File: src/rtl/hpdcache_victim_arb.sv
// hpdcache_victim_arb: owns the PLRU update/select ports, arbitrating core, victim-mark and refill updates.
// Optional saturating event counters are built when HPDCACHE_VICTIM_ARB_STATS_EN is defined.
package hpdcache_victim_arb_pkg;
    typedef struct packed {
        int unsigned sets;
        int unsigned ways;
    } hpdcache_user_cfg_t;

    typedef struct packed {
        hpdcache_user_cfg_t u;
    } hpdcache_cfg_t;
endpackage

module hpdcache_victim_arb
    import hpdcache_victim_arb_pkg::*;
#(
    parameter hpdcache_cfg_t HPDcacheCfg = '0,
    parameter int unsigned   FifoDepth   = 4,
    // A zero-valued configuration falls back to a 64-set, 4-way geometry
    localparam int unsigned  Sets = (HPDcacheCfg.u.sets == 0) ? 64 : HPDcacheCfg.u.sets,
    localparam int unsigned  Ways = (HPDcacheCfg.u.ways == 0) ? 4 : HPDcacheCfg.u.ways,
    localparam int unsigned  SetW = $clog2(Sets),
    localparam int unsigned  WayW = Ways
) (
    input  logic            clk_i,
    input  logic            rst_ni,

    input  logic            core_updt_i,
    input  logic [SetW-1:0] core_updt_set_i,
    input  logic [WayW-1:0] core_updt_way_i,

    input  logic            refill_updt_valid_i,
    output logic            refill_updt_ready_o,
    input  logic [SetW-1:0] refill_updt_set_i,
    input  logic [WayW-1:0] refill_updt_way_i,

    input  logic            victim_req_valid_i,
    output logic            victim_req_ready_o,
    input  logic [SetW-1:0] victim_req_set_i,
    input  logic [WayW-1:0] victim_req_dir_valid_i,
    input  logic [WayW-1:0] victim_req_dir_wback_i,
    input  logic [WayW-1:0] victim_req_dir_dirty_i,
    input  logic [WayW-1:0] victim_req_dir_fetch_i,

    output logic            victim_rsp_valid_o,
    input  logic            victim_rsp_ready_i,
    output logic [WayW-1:0] victim_rsp_way_o,

    output logic            plru_updt_o,
    output logic [SetW-1:0] plru_updt_set_o,
    output logic [WayW-1:0] plru_updt_way_o,

    output logic            plru_sel_victim_o,
    output logic [SetW-1:0] plru_sel_set_o,
    output logic [WayW-1:0] plru_sel_dir_valid_o,
    output logic [WayW-1:0] plru_sel_dir_wback_o,
    output logic [WayW-1:0] plru_sel_dir_dirty_o,
    output logic [WayW-1:0] plru_sel_dir_fetch_o,
    input  logic [WayW-1:0] plru_sel_way_i,

    output logic [31:0]     stat_core_o,
    output logic [31:0]     stat_refill_o,
    output logic [31:0]     stat_hazard_o
);

    localparam int unsigned     PtrW    = $clog2(FifoDepth);
    localparam int unsigned     CntW    = $clog2(FifoDepth + 1);
    localparam logic [CntW-1:0] FullCnt = CntW'(FifoDepth);

    typedef enum logic [1:0] {IDLE, SEL, RSP} state_e;

    state_e state_q, state_d;

    logic [SetW-1:0] fifo_set_q [FifoDepth];
    logic [WayW-1:0] fifo_way_q [FifoDepth];
    logic [PtrW-1:0] wptr_q, rptr_q;
    logic [CntW-1:0] count_q;
    logic            fifo_full, fifo_empty, fifo_push, fifo_pop;

    logic            mark_valid_q;
    logic [SetW-1:0] mark_set_q;
    logic [WayW-1:0] mark_way_q;
    logic            mark_win;

    logic [SetW-1:0] req_set_q;
    logic [WayW-1:0] req_valid_q, req_wback_q, req_dirty_q, req_fetch_q;
    logic [WayW-1:0] rsp_way_q;

    logic            fifo_hazard, hazard;
    logic            req_ready, req_accept, sel_active, rsp_active;

    assign fifo_full  = (count_q == FullCnt);
    assign fifo_empty = (count_q == '0);
    assign fifo_push  = refill_updt_valid_i && !fifo_full;
    assign mark_win   = !core_updt_i && mark_valid_q;
    assign fifo_pop   = !core_updt_i && !mark_valid_q && !fifo_empty;

    assign refill_updt_ready_o = !fifo_full;

    // Fixed priority: core hit, then victim mark, then oldest refill
    always_comb begin
        // NOTE: every always_comb output gets a default first so no path leaves it unassigned (no latch).
        plru_updt_o     = 1'b0;
        plru_updt_set_o = '0;
        plru_updt_way_o = '0;
        if (core_updt_i) begin
            plru_updt_o     = 1'b1;
            plru_updt_set_o = core_updt_set_i;
            plru_updt_way_o = core_updt_way_i;
        end else if (mark_valid_q) begin
            plru_updt_o     = 1'b1;
            plru_updt_set_o = mark_set_q;
            plru_updt_way_o = mark_way_q;
        end else if (!fifo_empty) begin
            plru_updt_o     = 1'b1;
            plru_updt_set_o = fifo_set_q[rptr_q];
            plru_updt_way_o = fifo_way_q[rptr_q];
        end
    end

    // An entry is live when its distance from the read pointer is below the occupancy
    always_comb begin
        fifo_hazard = 1'b0;
        for (int i = 0; i < FifoDepth; i++) begin
            if ((CntW'(PtrW'(PtrW'(i) - rptr_q)) < count_q) &&
                (fifo_set_q[i] == victim_req_set_i)) begin
                fifo_hazard = 1'b1;
            end
        end
    end

    assign hazard = fifo_hazard
                 || (mark_valid_q && (mark_set_q == victim_req_set_i))
                 || (core_updt_i && (core_updt_set_i == victim_req_set_i));

    always_comb begin
        state_d    = state_q;
        req_ready  = 1'b0;
        sel_active = 1'b0;
        rsp_active = 1'b0;
        case (state_q)
            IDLE: begin
                req_ready = !hazard && !mark_valid_q;
                if (victim_req_valid_i && req_ready) state_d = SEL;
            end
            SEL: begin
                sel_active = 1'b1;
                state_d    = RSP;
            end
            RSP: begin
                rsp_active = 1'b1;
                if (victim_rsp_ready_i) state_d = IDLE;
            end
            default: state_d = IDLE;
        endcase
    end

    assign req_accept = victim_req_valid_i && req_ready;

    always_ff @(posedge clk_i or negedge rst_ni) begin
        // NOTE: state registers use non-blocking assignments so every flop samples pre-edge values.
        if (!rst_ni) begin
            state_q <= IDLE;
        end else begin
            state_q <= state_d;
        end
    end

    // NOTE: FIFO storage has no reset; the occupancy counter alone defines which entries are valid.
    always_ff @(posedge clk_i) begin
        if (fifo_push) begin
            fifo_set_q[wptr_q] <= refill_updt_set_i;
            fifo_way_q[wptr_q] <= refill_updt_way_i;
        end
    end

    always_ff @(posedge clk_i or negedge rst_ni) begin
        if (!rst_ni) begin
            wptr_q  <= '0;
            rptr_q  <= '0;
            count_q <= '0;
        end else begin
            if (fifo_push) wptr_q <= wptr_q + PtrW'(1);
            if (fifo_pop)  rptr_q <= rptr_q + PtrW'(1);
            case ({fifo_push, fifo_pop})
                2'b10:   count_q <= count_q + CntW'(1);
                2'b01:   count_q <= count_q - CntW'(1);
                default: count_q <= count_q;
            endcase
        end
    end

    always_ff @(posedge clk_i or negedge rst_ni) begin
        if (!rst_ni) begin
            req_set_q    <= '0;
            req_valid_q  <= '0;
            req_wback_q  <= '0;
            req_dirty_q  <= '0;
            req_fetch_q  <= '0;
            rsp_way_q    <= '0;
            mark_valid_q <= 1'b0;
            mark_set_q   <= '0;
            mark_way_q   <= '0;
        end else begin
            if (req_accept) begin
                req_set_q   <= victim_req_set_i;
                req_valid_q <= victim_req_dir_valid_i;
                req_wback_q <= victim_req_dir_wback_i;
                req_dirty_q <= victim_req_dir_dirty_i;
                req_fetch_q <= victim_req_dir_fetch_i;
            end
            if (sel_active) rsp_way_q <= plru_sel_way_i;
            // The slot is always empty in SEL, so load and drain never collide
            if (sel_active && (plru_sel_way_i != '0)) begin
                mark_valid_q <= 1'b1;
                mark_set_q   <= req_set_q;
                mark_way_q   <= plru_sel_way_i;
            end else if (mark_win) begin
                mark_valid_q <= 1'b0;
            end
        end
    end

    assign victim_req_ready_o   = req_ready;
    assign victim_rsp_valid_o   = rsp_active;
    assign victim_rsp_way_o     = rsp_active ? rsp_way_q : '0;
    assign plru_sel_victim_o    = sel_active;
    assign plru_sel_set_o       = sel_active ? req_set_q   : '0;
    assign plru_sel_dir_valid_o = sel_active ? req_valid_q : '0;
    assign plru_sel_dir_wback_o = sel_active ? req_wback_q : '0;
    assign plru_sel_dir_dirty_o = sel_active ? req_dirty_q : '0;
    assign plru_sel_dir_fetch_o = sel_active ? req_fetch_q : '0;

`ifdef HPDCACHE_VICTIM_ARB_STATS_EN
    logic [31:0] stat_core_q, stat_refill_q, stat_hazard_q;
    logic        hazard_evt;

    assign hazard_evt = (state_q == IDLE) && victim_req_valid_i && hazard;

    always_ff @(posedge clk_i or negedge rst_ni) begin
        if (!rst_ni) begin
            stat_core_q   <= '0;
            stat_refill_q <= '0;
            stat_hazard_q <= '0;
        end else begin
            if (core_updt_i && (stat_core_q != '1))  stat_core_q   <= stat_core_q + 32'd1;
            if (fifo_pop && (stat_refill_q != '1))   stat_refill_q <= stat_refill_q + 32'd1;
            if (hazard_evt && (stat_hazard_q != '1)) stat_hazard_q <= stat_hazard_q + 32'd1;
        end
    end

    assign stat_core_o   = stat_core_q;
    assign stat_refill_o = stat_refill_q;
    assign stat_hazard_o = stat_hazard_q;
`else
    assign stat_core_o   = '0;
    assign stat_refill_o = '0;
    assign stat_hazard_o = '0;
`endif

endmodule

File: config.mk
export PLATFORM = sky130hd
export DESIGN_NAME = hpdcache_victim_arb
export DESIGN_NICKNAME = d
export VERILOG_FILES = /design/src/rtl/hpdcache_victim_arb.sv
export SDC_FILE = /design/constraint.sdc
export NUM_CORES = 1
export LEC_CHECK = 0
export BUFFER_PORTS_ARGS = -buffer_cell sky130_fd_sc_hd__clkbuf_2
export CAP_MARGIN = 10
export CORE_ASPECT_RATIO = 1.4
export CORE_MARGIN = 3
export CORE_UTILIZATION = 41
export CTS_BUF_LIST = sky130_fd_sc_hd__clkbuf_4 sky130_fd_sc_hd__clkbuf_8
export CTS_CLUSTER_DIAMETER = 40
export DETAILED_ROUTE_END_ITERATION = 10
export PLACE_DENSITY = 0.72
export SLEW_MARGIN = 15
export SYNTH_ARGS = -nofsm -noshare
export SYNTH_HDL_FRONTEND = slang
export SYNTH_SLANG_ARGS = --single-unit
File: constraint.sdc
create_clock -name clk_i -period 6.1 [get_ports clk_i]
set_clock_uncertainty 0.1 [all_clocks]
set_input_delay 0.305 -clock clk_i [delete_from_list [all_inputs] [get_ports clk_i]]
set_output_delay 0.305 -clock clk_i [all_outputs]
set_load 0.005 [all_outputs]
Word level (Yosys, flattened, before mapping)

Memory sizes are Yosys's and may differ from the RTL's.
Cells that the tools add are included.

Flip-flop bits (word level): 46
RAM bits: 40
Output and inout bits: 137
Memories: 2

Add/subtract/negate cells: 8
Magnitude comparators: 4
Eq/ne operators: 13
Muxes and demuxes: 30
Reduce and logical (&&, ||, !) cells: 27

Memories:

| memory     | words | bits a word | rd ports | clocked after memory_dff | wr ports | RTL line | text |
|---|---|---|---|---|---|---|---|
| fifo_set_q | 4     | 6           | 5        | 0                        | 1        | 74       | `logic [SetW-1:0] fifo_set_q [FifoDepth];` |
| fifo_way_q | 4     | 4           | 1        | 0                        | 1        | 75       | `logic [WayW-1:0] fifo_way_q [FifoDepth];` |

Operators with widths:

| operator              | number |
|---|---|
| $eq A6 B6 Y1          | 6 |
| $mux W4               | 8 |
| $mux W6               | 4 |
| $logic_and A1 B1 Y1   | 14 |
| $mux W1               | 14 |
| $lt A2 B3 Y1          | 4 |
| $pmux W2 S3           | 1 |
| $pmux W3 S2           | 1 |
| $logic_not A1 Y1      | 5 |
| $add A2 B1 Y2 const B | 2 |
| $eq A2 B1 Y1 const B  | 2 |
| $eq A2 B2 Y1 const B  | 2 |
| $mux W2               | 2 |
| $ne A2 B2 Y1 const B  | 2 |
| $reduce_bool A2 Y1    | 2 |
| $reduce_bool A4 Y1    | 1 |
| $sub A1 B2 Y2 const A | 2 |
| $sub A2 B2 Y2 const A | 2 |
| $add A3 B1 Y3 const B | 1 |
| $eq A3 B3 Y1 const B  | 1 |
| $logic_not A3 Y1      | 1 |
| $sub A3 B1 Y3 const B | 1 |
| $logic_not A2 Y1      | 1 |
| $logic_or A1 B1 Y1    | 2 |
| $reduce_and A2 Y1     | 1 |

Longest topological paths before layout

Gate-level depths: netlist of the first run.

Word-level depth: 14
Gate-level depth with buffers: 11
Depth with buffers taken out: 10

Least setup slack after synthesis of the first run

No wires, ideal clock.

Path kind: flip-flop to flip-flop
Start point: reg rptr_q[1]
End point: reg req_dirty_q[0]
Arrival time: 2.393 ns
Data required time: 5.875 ns
Slack: 3.481 ns
Cell stages (with the launch flop): 12
Period minus slack after synthesis: 2.619 ns
Cells stage by stage: dfrtp_1 -> buf_1 -> xnor2_1 -> inv_1 -> ha_1 -> a2111o_1 -> a21oi_1 -> a41oi_1 -> nand2_2 -> inv_2 -> buf_6 -> mux2_4

Word-level cells in the longest chain between the ends: 13

Ends and longest elaborated chain:

| element                | RTL line | text |
|---|---|---|
| start, declared        | 76       | `logic [PtrW-1:0] wptr_q, rptr_q;` |
| start signal, assigned | 184      | `if (fifo_pop) rptr_q <= rptr_q + PtrW'(1);` |
| $sub A1 B2 Y2          | 125      | `if ((CntW'(PtrW'(PtrW'(i) - rptr_q)) < count_q) &&` |
| $lt A2 B3 Y1           | 125      |  |
| $logic_and A1 B1 Y1    | 125      |  |
| $mux W1 (3 in series)  | 125      |  |
| $mux W1 *              | 125      |  |
| $logic_or A1 B1 Y1 *   | 133      | `\|\| (mark_valid_q && (mark_set_q == victim_req_set_i))` |
| $logic_or A1 B1 Y1 *   | 134      | `\|\| (core_updt_i && (core_updt_set_i == victim_req_set_i));` |
| $logic_not A1 Y1 *     | 143      | `req_ready = !hazard && !mark_valid_q;` |
| $logic_and A1 B1 Y1 *  | 143      |  |
| $mux W1 *              | 141      | `case (state_q)` |
| $logic_and A1 B1 Y1 *  | 158      | `assign req_accept = victim_req_valid_i && req_ready;` |
| end signal, assigned   | 209      | `req_dirty_q <= victim_req_dir_dirty_i;` |
| end, declared          | 86       | `logic [WayW-1:0] req_valid_q, req_wback_q, req_dirty_q, req_fetch_q;` |

Every way passes the cells marked *; elsewhere a longest branch is shown, timed or not.
A chain may end at the register's enable or synchronous reset.

Worst setup path in the final report of the first run

Start point: reg rptr_q[0]
End point: out victim_req_ready_o

Word-level cells in the longest chain between the ends: 12

Ends and longest elaborated chain:

| element               | RTL line | text |
|---|---|---|
| $sub A1 B2 Y2         | 125      |  |
| $lt A2 B3 Y1          | 125      |  |
| $logic_and A1 B1 Y1   | 125      |  |
| $mux W1 (3 in series) | 125      |  |
| $mux W1 *             | 125      |  |
| $logic_or A1 B1 Y1 *  | 133      |  |
| $logic_or A1 B1 Y1 *  | 134      |  |
| $logic_not A1 Y1 *    | 143      |  |
| $logic_and A1 B1 Y1 * | 143      |  |
| $mux W1 *             | 141      |  |
| end, declared         | 38       | `output logic victim_req_ready_o,` |

Marked as above.

==> run metrics, run 1 <==
GRT Util Overall=15.4%; Die X=99.0 um; chain of cells forming the critical path=xnor2_1 -> inv_1 -> ha_1 -> a21oi_1 -> a41oi_1 -> nor4b_1 -> clkbuf_2; largest net degree at the start of global routing=47; ys async rst share=53.5%; worst min-delay path category=input port to flop; pwr/cell area=429 nW/um^2; worst hold margin=0.0417 ns; vias post-DR=3051; Arrival @ worst endpoint=2.76 ns; placer congestion estimate=0.909; clock sink count=86; TritonCTS clock tree=done; # H-tree levels=3; std cell rows=46; RSZ-0062 raised after global routing=false; Unique masters post-synth=39; DRT Pass-1 Iters=6; Worst-Skew Late Latency=0.36 ns; Max Cap Violations=0; Gate Count Post-Synth=421; Setup violations, final=0; final hold viol count=0; WL per Instance=15.5 um; Slew @ Worst Pin=0.789 ns; Antenna Nets Post-Route=0; Die Area=13500 um^2; period utilization=51.9%; Startpoint Class=flop; RR Endpoint=req_set_q[3]; reg-to-reg setup timing slack=3.03 ns; Worst setup endpoint=victim_req_ready_o; top cells by area, synth=edfxtp_1 (24%), dfrtp_1 (23%), buf_4 (15%), mux2_4 (5.8%), mux4_2 (4.5%); Vert. Die Dim=136 um; area grow syn2layout=8.60%; crit path from=rptr_q[0]; crit end category=primary output; Initial Utilization=42.9%; Syn Area/Cell=11.8 um^2; Min Clock Period, post-route=3.17 ns; largest area contributor in the netlist=edfxtp_1; slowest CP cell=dfrtp_1; RR Startpoint=rptr_q[1]; Setup Total Neg Slack=0 ns; VDD IR-drop max=0.251 mV; HPWL Detailed=8160 um; Post-synth top flop=dfrtp_1; status=completed; #FFs+latches synth=86; root buffer cell=clkbuf_8; synth warn=0; FMAX=0.316 GHz; post-synthesis sequential area ratio=47.4%; share of layout cells above drive strength 1=28.4%; hold buffer count at cts=1; slew margin rel.=47.3%; first-pass GRT wire length=16100 um; detailed-route wire length=10200 um; synthesized area=4960 um^2; port bufs=92; CP max stage delay=0.86 ns; clk buf depth=2; static leakage=2.57 nW; initial antenna violation count=0; number of synthesized flops with an enable pin=40; Worst-path clk slew=0.09 ns; ANT cells=0; R2R cell count=8; Slew Limit Fails=0; Yosys top cell area share=24.2%; worst endpoint required time=5.69 ns; number of global-route vias before repair=3055; DRC viols=0; Post-CTS Resized=0; Crit Path Class=flop to primary output; global route total overflow=0; Top Ports=189; # nets final=571; vias per cell=4.64; number of setup buffers added after CTS=0; DRT iter0 DRCs=195; CP Max Fanout=14; Core ar.=11600 um^2; number of buffers created by CTS=9
[area by class of cell]
type | count | area, um^2
multi-input combinational | 294 | 2060
timing repair buffer | 95 | 485
clock inverter | 7 | 95.1
inverter | 23 | 86.3
tap | 144 | 180
clock buffer | 9 | 124
sequential | 86 | 2350
fill | 1062 | 6180
[stage by stage]
step | setup WS, ns | util, % | total power, mW | area [um^2] | cells
after floorplan | 3.48 | - | 1.65 | 5320 | 516
after global placement | 3.09 | 44.6 | 1.86 | 5160 | 641
after detailed placement | 3.02 | 44.6 | 1.90 | 5160 | 641
after CTS | 2.93 | 46.6 | 2.34 | 5390 | 658
after global routing | 2.79 | 46.6 | 2.49 | 5390 | 658
final | 2.93 | 46.6 | 2.31 | 5390 | 658
[synth_stat cells, types with 3 or more instances]
cell type,count
a2111o_1,3
a21oi_1,4
a222oi_1,9
a22o_1,3
and2_1,27
and3_1,4
buf_2,6
buf_4,96
buf_6,3
clkbuf_1,7
dfrtp_1,46
edfxtp_1,40
ha_1,9
inv_1,22
mux2_2,3
mux2_4,19
mux4_2,10
nand2_1,39
nand3_1,4
nor2_1,4
nor3_1,3
o21ai_0,4
xnor2_1,23
xor2_1,14
[worst max-delay path, delay by kind of cell (launching register included)]
kind                     cells  cell delay [ns]
AO/OA/AOI/OAI                2             0.33
XOR/XNOR                     1             0.23
adder cells (fa/ha/maj)      1             0.28
buffers and inverters        2             0.27
flip-flops                   1             0.86
AND/OR/NAND/NOR              1             0.45
[flip-flops by register name (all words and copies together), names as in the netlist]
name          count
mark_set_q        6
req_fetch_q       4
req_valid_q       4
fifo_way_q       16
rptr_q            2
mark_way_q        4
count_q           3
rsp_way_q         4
state_q           2
fifo_set_q       24
wptr_q            2
req_set_q         6
req_dirty_q       4
mark_valid_q      1
req_wback_q       4
[placed cells by master (no fill, tap or decap), types with 3 or more instances in the layout]
| cell type | n |
|---|---|
| xor2_1 | 14 |
| nor3_1 | 3 |
| inv_1 | 22 |
| edfxtp_1 | 40 |
| o21ai_0 | 4 |
| clkbuf_8 | 9 |
| dfrtp_1 | 46 |
| conb_1 | 96 |
| mux2_2 | 3 |
| a21oi_1 | 4 |
| nand3_1 | 4 |
| nor2_1 | 4 |
| and2_1 | 27 |
| a2111o_1 | 3 |
| clkbuf_2 | 92 |
| mux4_2 | 10 |
| nand2_1 | 39 |
| xnor2_1 | 23 |
| mux2_4 | 19 |
| a222oi_1 | 9 |
| and3_1 | 4 |
| a22o_1 | 3 |
| ha_1 | 9 |
[how the worst min path moves through the flow]
stage	from	endpoint	slack, ns	depth (start not counted)
3_5_place_dp	rst_ni	wptr_q[0]	0.33	2
2_1_floorplan	rst_ni	count_q[0]	-0.09	0
3_3_place_gp	rst_ni	wptr_q[1]	0.32	2
6_report	victim_rsp_ready_i	state_q[1]	0.04	2
5_1_grt	victim_rsp_ready_i	state_q[1]	0.02	2
4_1_cts	victim_rsp_ready_i	state_q[1]	0.02	2
[cell families after synthesis]
logic type | Yosys count | synth area share, %
xor gates and xnor gates | 37 | 6.53
and+or+nand+nor | 91 | 9.28
muxes | 32 | 11.0
DFF | 86 | 47.4
adders and majority gates | 10 | 2.67
buffers and inverters | 136 | 18.2
AOI/OAI and AO/OA | 28 | 4.89
other | 1 | 0.0756
[power breakdown]
| group | internal [mW] | switching [mW] |
|---|---|---|
| combinational | 0.457 | 0.432 |
| sequential | 0.821 | 0.165 |
| clock | 0.232 | 0.206 |
[metal layers]
| metal | up-vias | part of all wire (%) | routed length, um | GRT usage (%) |
|---|---|---|---|---|
| met5 | - | 0 | 0 | 0 |
| met4 | 0 | 1.7 | 176 | 6.07 |
| met3 | 13 | 7.2 | 731 | 2.82 |
| met2 | 149 | 54 | 5510 | 27.7 |
| met1 | 1479 | 37 | 3780 | 18.0 |
| li1 | 1410 | - | - | - |
Power figures use the tool's default switching activity.
==> inputs of run 2 (changes only) <==
--- a/config.mk
+++ b/config.mk
@@ -13,7 +13,7 @@
 export CTS_BUF_LIST = sky130_fd_sc_hd__clkbuf_4 sky130_fd_sc_hd__clkbuf_8
 export CTS_CLUSTER_DIAMETER = 40
 export DETAILED_ROUTE_END_ITERATION = 10
-export PLACE_DENSITY = 0.72
+export PLACE_DENSITY = 0.74
 export SLEW_MARGIN = 15
 export SYNTH_ARGS = -nofsm -noshare
 export SYNTH_HDL_FRONTEND = slang
==> constraint.sdc (replaced) <==
create_clock -name clk_i -period 2.6 [get_ports clk_i]
set_clock_uncertainty 0.1 [all_clocks]
set_input_delay 0.13 -clock clk_i [delete_from_list [all_inputs] [get_ports clk_i]]
set_output_delay 0.13 -clock clk_i [all_outputs]
set_load 0.005 [all_outputs]
==> run 2 against run 1 <==
  * Sequential share of layout area shrank 3.3 points
  * Clock power is 140% higher
  * Die area is the same
  * Setup slack worse by 2.8 ns
  * Cell count increased by 6.4%
  * Total power up 150%
  * Critical endpoint unchanged
  * Highest routed layer unchanged
==> run metrics, run 2 (synthesized netlist as in run 1, its figures left out) <==
Die X=99.0 um; Worst-path clk slew=0.09 ns; period utilization=95.5%; Setup Total Neg Slack=0 ns; biggest regs=fifo_set_q (24), fifo_way_q (16); Min Clock Period, post-route=2.48 ns; number of global-route vias before repair=3400; Largest Register=fifo_set_q; worst endpoint required time=2.37 ns; GRT met1 Usage=17.6%; Antenna Nets Post-Route=0; Setup violations, final=0; slowest CP cell=dfrtp_2; largest net degree at the start of global routing=34; Arrival @ worst endpoint=2.25 ns; slew margin rel.=50.2%; placer congestion estimate=0.889; FMAX=0.403 GHz; WL per Instance=16.0 um; share of layout cells above drive strength 1=29.1%; detailed-route wire length=11200 um; static leakage=2.77 nW; port bufs=92; post-layout util=50.4%; Core ar.=11600 um^2; CP max stage delay=0.44 ns; Worst-Skew Late Latency=0.36 ns; TritonCTS clock tree=done; clk buf depth=2; chain of cells forming the critical path=xnor2_2 -> inv_1 -> ha_1 -> a2111o_1 -> a21oi_2 -> a41oi_2 -> nor4b_4 -> clkbuf_2; DRC viols=0; DRT Pass-1 Iters=5; met2 Use GR=31.8%; Slew @ Worst Pin=0.745 ns; Largest register FFs=24; GRT Util Overall=16.7%; Fillers=1008; VDD IR-drop max=0.635 mV; global route total overflow=0; area grow syn2layout=17.6%; ANT cells=0; root buffer cell=clkbuf_8; Crit Path Class=flop to primary output; HPWL Detailed=8650 um; Most Crowded Layer GR=met2; Die Area=13500 um^2; RSZ-0062 raised after global routing=false; CP Max Fanout=3; most common cell after layout, fill and taps aside=conb_1; crit end category=primary output; number of buffers created by CTS=9; Vert. Die Dim=136 um; Startpoint Class=flop; M3 GR Usage=3.70%; worst hold margin=0.0645 ns; clock sink count=86; most frequent cells in the layout=conb_1 (96), clkbuf_2 (92), dfrtp_1 (44); # H-tree levels=3; status=completed; # nets final=613; first-pass GRT wire length=17300 um; worst min-delay path category=input port to flop; Initial Utilization=42.9%; Slew Limit Fails=0; std cell rows=46; Top Ports=189; vias per cell=4.61; vias post-DR=3228; initial antenna violation count=0; final hold viol count=0; DRT iter0 DRCs=200; Max Cap Violations=0; pwr/cell area=979 nW/um^2
[run 2: cell count changes in the layout (fill, tap and decap cells not counted), moves of 2 or more]
cell,previous run,this run
inv_4,2,0
dlygate4sd3_1,1,32
buf_4,2,12
dfrtp_1,46,44
dfrtp_2,0,2
[run 2: routing by layer]
| metal | vias up | routed length, um |
|---|---|---|
| met5 | - | 0 |
| met4 | 0 | 338 |
| met3 | 25 | 867 |
| met2 | 179 | 6180 |
| met1 | 1527 | 3820 |
| li1 | 1497 | - |
[run 2: metrics by stage]
stage / worst slack (ns) / area [um^2] / power (mW) / cells
after floorplan: 0.0363 / 5320 / 3.87 / 516
after global placement: 0.248 / 5240 / 4.50 / 650
after detailed placement: 0.133 / 5240 / 4.60 / 650
after CTS: 0.0159 / 5790 / 5.70 / 698
after global routing: 0.00459 / 5830 / 6.11 / 700
final: 0.117 / 5830 / 5.71 / 700
[run 2: worst max-delay path: cells and delay by family (launching register included)]
family / cells / cell delay, ns
buffers and inverters: 2 / 0.20
XOR/XNOR: 1 / 0.19
flip-flops: 1 / 0.44
AO/OA/AOI/OAI: 3 / 0.72
adder cells (fa/ha/maj): 1 / 0.17
AND/OR/NAND/NOR: 1 / 0.18
[run 2: worst paths after layout]
| check | end | depth (start not counted) | slack [ns] | from |
|---|---|---|---|---|
| worst max-delay path | victim_req_ready_o | 8 | 0.12 | rptr_q[1] |
| worst min-delay path | req_set_q[4] | 2 | 0.06 | victim_req_set_i[4] |
| worst max register to register | req_fetch_q[2] | 9 | 0.13 | rptr_q[1] |
| worst min register to register | rsp_way_q[1] | 2 | 0.39 | rsp_way_q[1] |
| max in group asynchronous | rptr_q[0] | 3 | 1.47 | rst_ni |
| min in group asynchronous | mark_set_q[0] | 2 | 0.12 | rst_ni |
[run 2: timing repair]
item	CTS	global route
setup endpoints to repair	1	1
endpoints found under the hold margin	78	0
pin swaps	0	1
resized for setup	1	6
hold buffers	32	0
buffers inserted	0	2
[run 2: layout make-up]
type / instances / area, um^2 / share of cell area (%)
clock buffer: 9 / 124 / 2.12
clock inverter: 7 / 97.6 / 1.67
inverter: 23 / 86.3 / 1.48
multi-input combinational: 294 / 2100 / 36.0
sequential: 86 / 2350 / 40.4
tap: 144 / 180 / 3.09
timing repair buffer: 137 / 891 / 15.3
[run 2: power by group]
group	internal [mW]	switching, mW
combinational	1.24	1.18
clock	0.544	0.496
sequential	1.93	0.315
total	3.72	2.00
==> inputs of run 3 (changes only) <==
--- a/config.mk
+++ b/config.mk
@@ -9,12 +9,13 @@
 export CAP_MARGIN = 10
 export CORE_ASPECT_RATIO = 1.4
 export CORE_MARGIN = 3
-export CORE_UTILIZATION = 41
+export CORE_UTILIZATION = 25
 export CTS_BUF_LIST = sky130_fd_sc_hd__clkbuf_4 sky130_fd_sc_hd__clkbuf_8
 export CTS_CLUSTER_DIAMETER = 40
 export DETAILED_ROUTE_END_ITERATION = 10
-export PLACE_DENSITY = 0.74
-export SLEW_MARGIN = 15
+export PLACE_DENSITY = 0.51
+export REMOVE_ABC_BUFFERS = 1
+export SLEW_MARGIN = 20
 export SYNTH_ARGS = -nofsm -noshare
 export SYNTH_HDL_FRONTEND = slang
 export SYNTH_SLANG_ARGS = --single-unit
==> run 3 against run 2 <==
  * Final area grew 1.5%
  * Critical endpoint unchanged
  * Cell count rose by 14%
  * Count of clock-buffer cells in the layout unchanged
  * Sequential cell count is the same
==> run metrics, run 3 (synthesized netlist as in run 1, its figures left out) <==
status=completed; initial antenna violation count=0; clock sink count=86; final hold viol count=0; TritonCTS clock tree=done; Largest Register=fifo_set_q; # H-tree levels=3; biggest regs=fifo_set_q (24), fifo_way_q (16); CP max stage delay=0.43 ns; GRT Util Overall=11.1%; CP Max Fanout=3; RSZ-0062 raised after global routing=true; Worst-Skew Late Latency=0.37 ns; crit end category=primary output; RR Endpoint=req_set_q[0]; Initial Utilization=25.6%; Largest register FFs=24; crit path from=rptr_q[1]; global route total overflow=0; Cell Count, Final, Fillers Out=801; root buffer cell=clkbuf_8; largest net degree at the start of global routing=38; Buf/Inv on CP=2; period utilization=96.3%; area grow syn2layout=19.3%; most frequent cells in the layout=conb_1 (96), clkbuf_2 (92), dfrtp_1 (45); std cell rows=60; Crit Path Class=flop to primary output; Die Area=21600 um^2; RR Startpoint=rptr_q[1]; HPWL Detailed=9370 um; chain of cells forming the critical path=xnor2_2 -> inv_1 -> ha_1 -> a2111o_1 -> a21oi_2 -> a41oi_2 -> nor4b_2 -> clkbuf_2; number of global-route vias before repair=3340; VDD IR-drop max=0.310 mV; Die X=125 um; # nets final=610; Core ar.=19400 um^2; Top Ports=189; first-pass GRT wire length=18600 um; Slew Limit Fails=0; worst hold margin=0.0405 ns; DRT Pass-1 Iters=4; detailed-route wire length=12100 um; static leakage=2.74 nW; pwr/cell area=944 nW/um^2; number of setup buffers added after CTS=0; WL per Instance=15.1 um; ANT cells=0; most common cell after layout, fill and taps aside=conb_1; Setup violations, final=0; Worst-path clk slew=0.11 ns; R2R cell count=8; DRC viols=0; vias per cell=4.02; critical path depth in cells=8; clk buf depth=2; DRT iter0 DRCs=119; FMAX=0.399 GHz; reg-to-reg setup timing slack=0.14 ns; slew margin rel.=62.3%; Arrival @ worst endpoint=2.27 ns; worst min-delay path category=input port to flop; vias post-DR=3223; Slew @ Worst Pin=0.565 ns; worst endpoint required time=2.37 ns; placer congestion estimate=0.794; Worst setup endpoint=victim_req_ready_o; final instance area=5920 um^2; share of layout cells above drive strength 1=29.3%; slowest CP cell=dfrtp_1; Vert. Die Dim=173 um; Min Clock Period, post-route=2.50 ns; number of buffers created by CTS=9; port bufs=92; Antenna Nets Post-Route=0; crit-path leading delay family=compound AO/OA/AOI/OAI gates; post-layout util=30.5%; placed insts=753; Max Cap Violations=0; Startpoint Class=flop; placed cell areas=5350 um^2; Fillers=1989
==> run 3: repair_timing <==
action                                  4_1_cts  5_1_grt
hold endpoints to repair                    111        0
endpoints found under the setup margin       22       24
pin swaps                                     1        2
hold buffers                                 32        0
resized for setup                             2       10
==> run 3: cell type report <==
type | instances | area [um^2] | share of cell area, %
tap | 248 | 310 | 5.24
multi-input combinational | 294 | 2100 | 35.5
sequential | 86 | 2350 | 39.8
timing repair buffer | 134 | 860 | 14.5
clock inverter | 7 | 76.3 | 1.29
clock buffer | 9 | 124 | 2.09
inverter | 23 | 93.8 | 1.59
==> run 3: layer usage <==
layer / track usage [%] / up-vias / share of wire, %
li1: - / 1489 / -
met1: 11.5 / 1542 / 36
met2: 21.3 / 168 / 54
met3: 1.79 / 24 / 5.8
met4: 5.47 / 0 / 3.4
met5: 0 / - / 0
==> run 3: metrics by stage <==
step,TNS (ns),worst slack (ns),power (mW)
floorplan,-1.06,-0.0554,3.70
global placement,-0.396,-0.0529,4.54
detailed placement,-0.879,-0.0905,4.60
CTS,-0.0128,-0.0100,5.64
global route,-0.0155,-0.0103,6.00
finish,0,0.0958,5.59
==> run 3: worst min-delay path by stage <==
stage / from / end / slack (ns) / depth (start not counted)
6_report: victim_req_set_i[5] / req_set_q[5] / 0.04 / 2
5_1_grt: victim_req_set_i[5] / req_set_q[5] / 0.05 / 2
4_1_cts: victim_req_set_i[5] / req_set_q[5] / 0.02 / 2
3_5_place_dp: rst_ni / rsp_way_q[1] / -0.09 / 1
3_3_place_gp: rst_ni / rsp_way_q[0] / -0.1 / 1
2_1_floorplan: rst_ni / count_q[0] / -0.27 / 0
==> run 3: report_power, final <==
group | internal (mW) | switching [mW] | total (mW)
clock network | 0.380 | 0.572 | 0.953
logic | 1.19 | 1.20 | 2.39
registers | 1.93 | 0.313 | 2.24
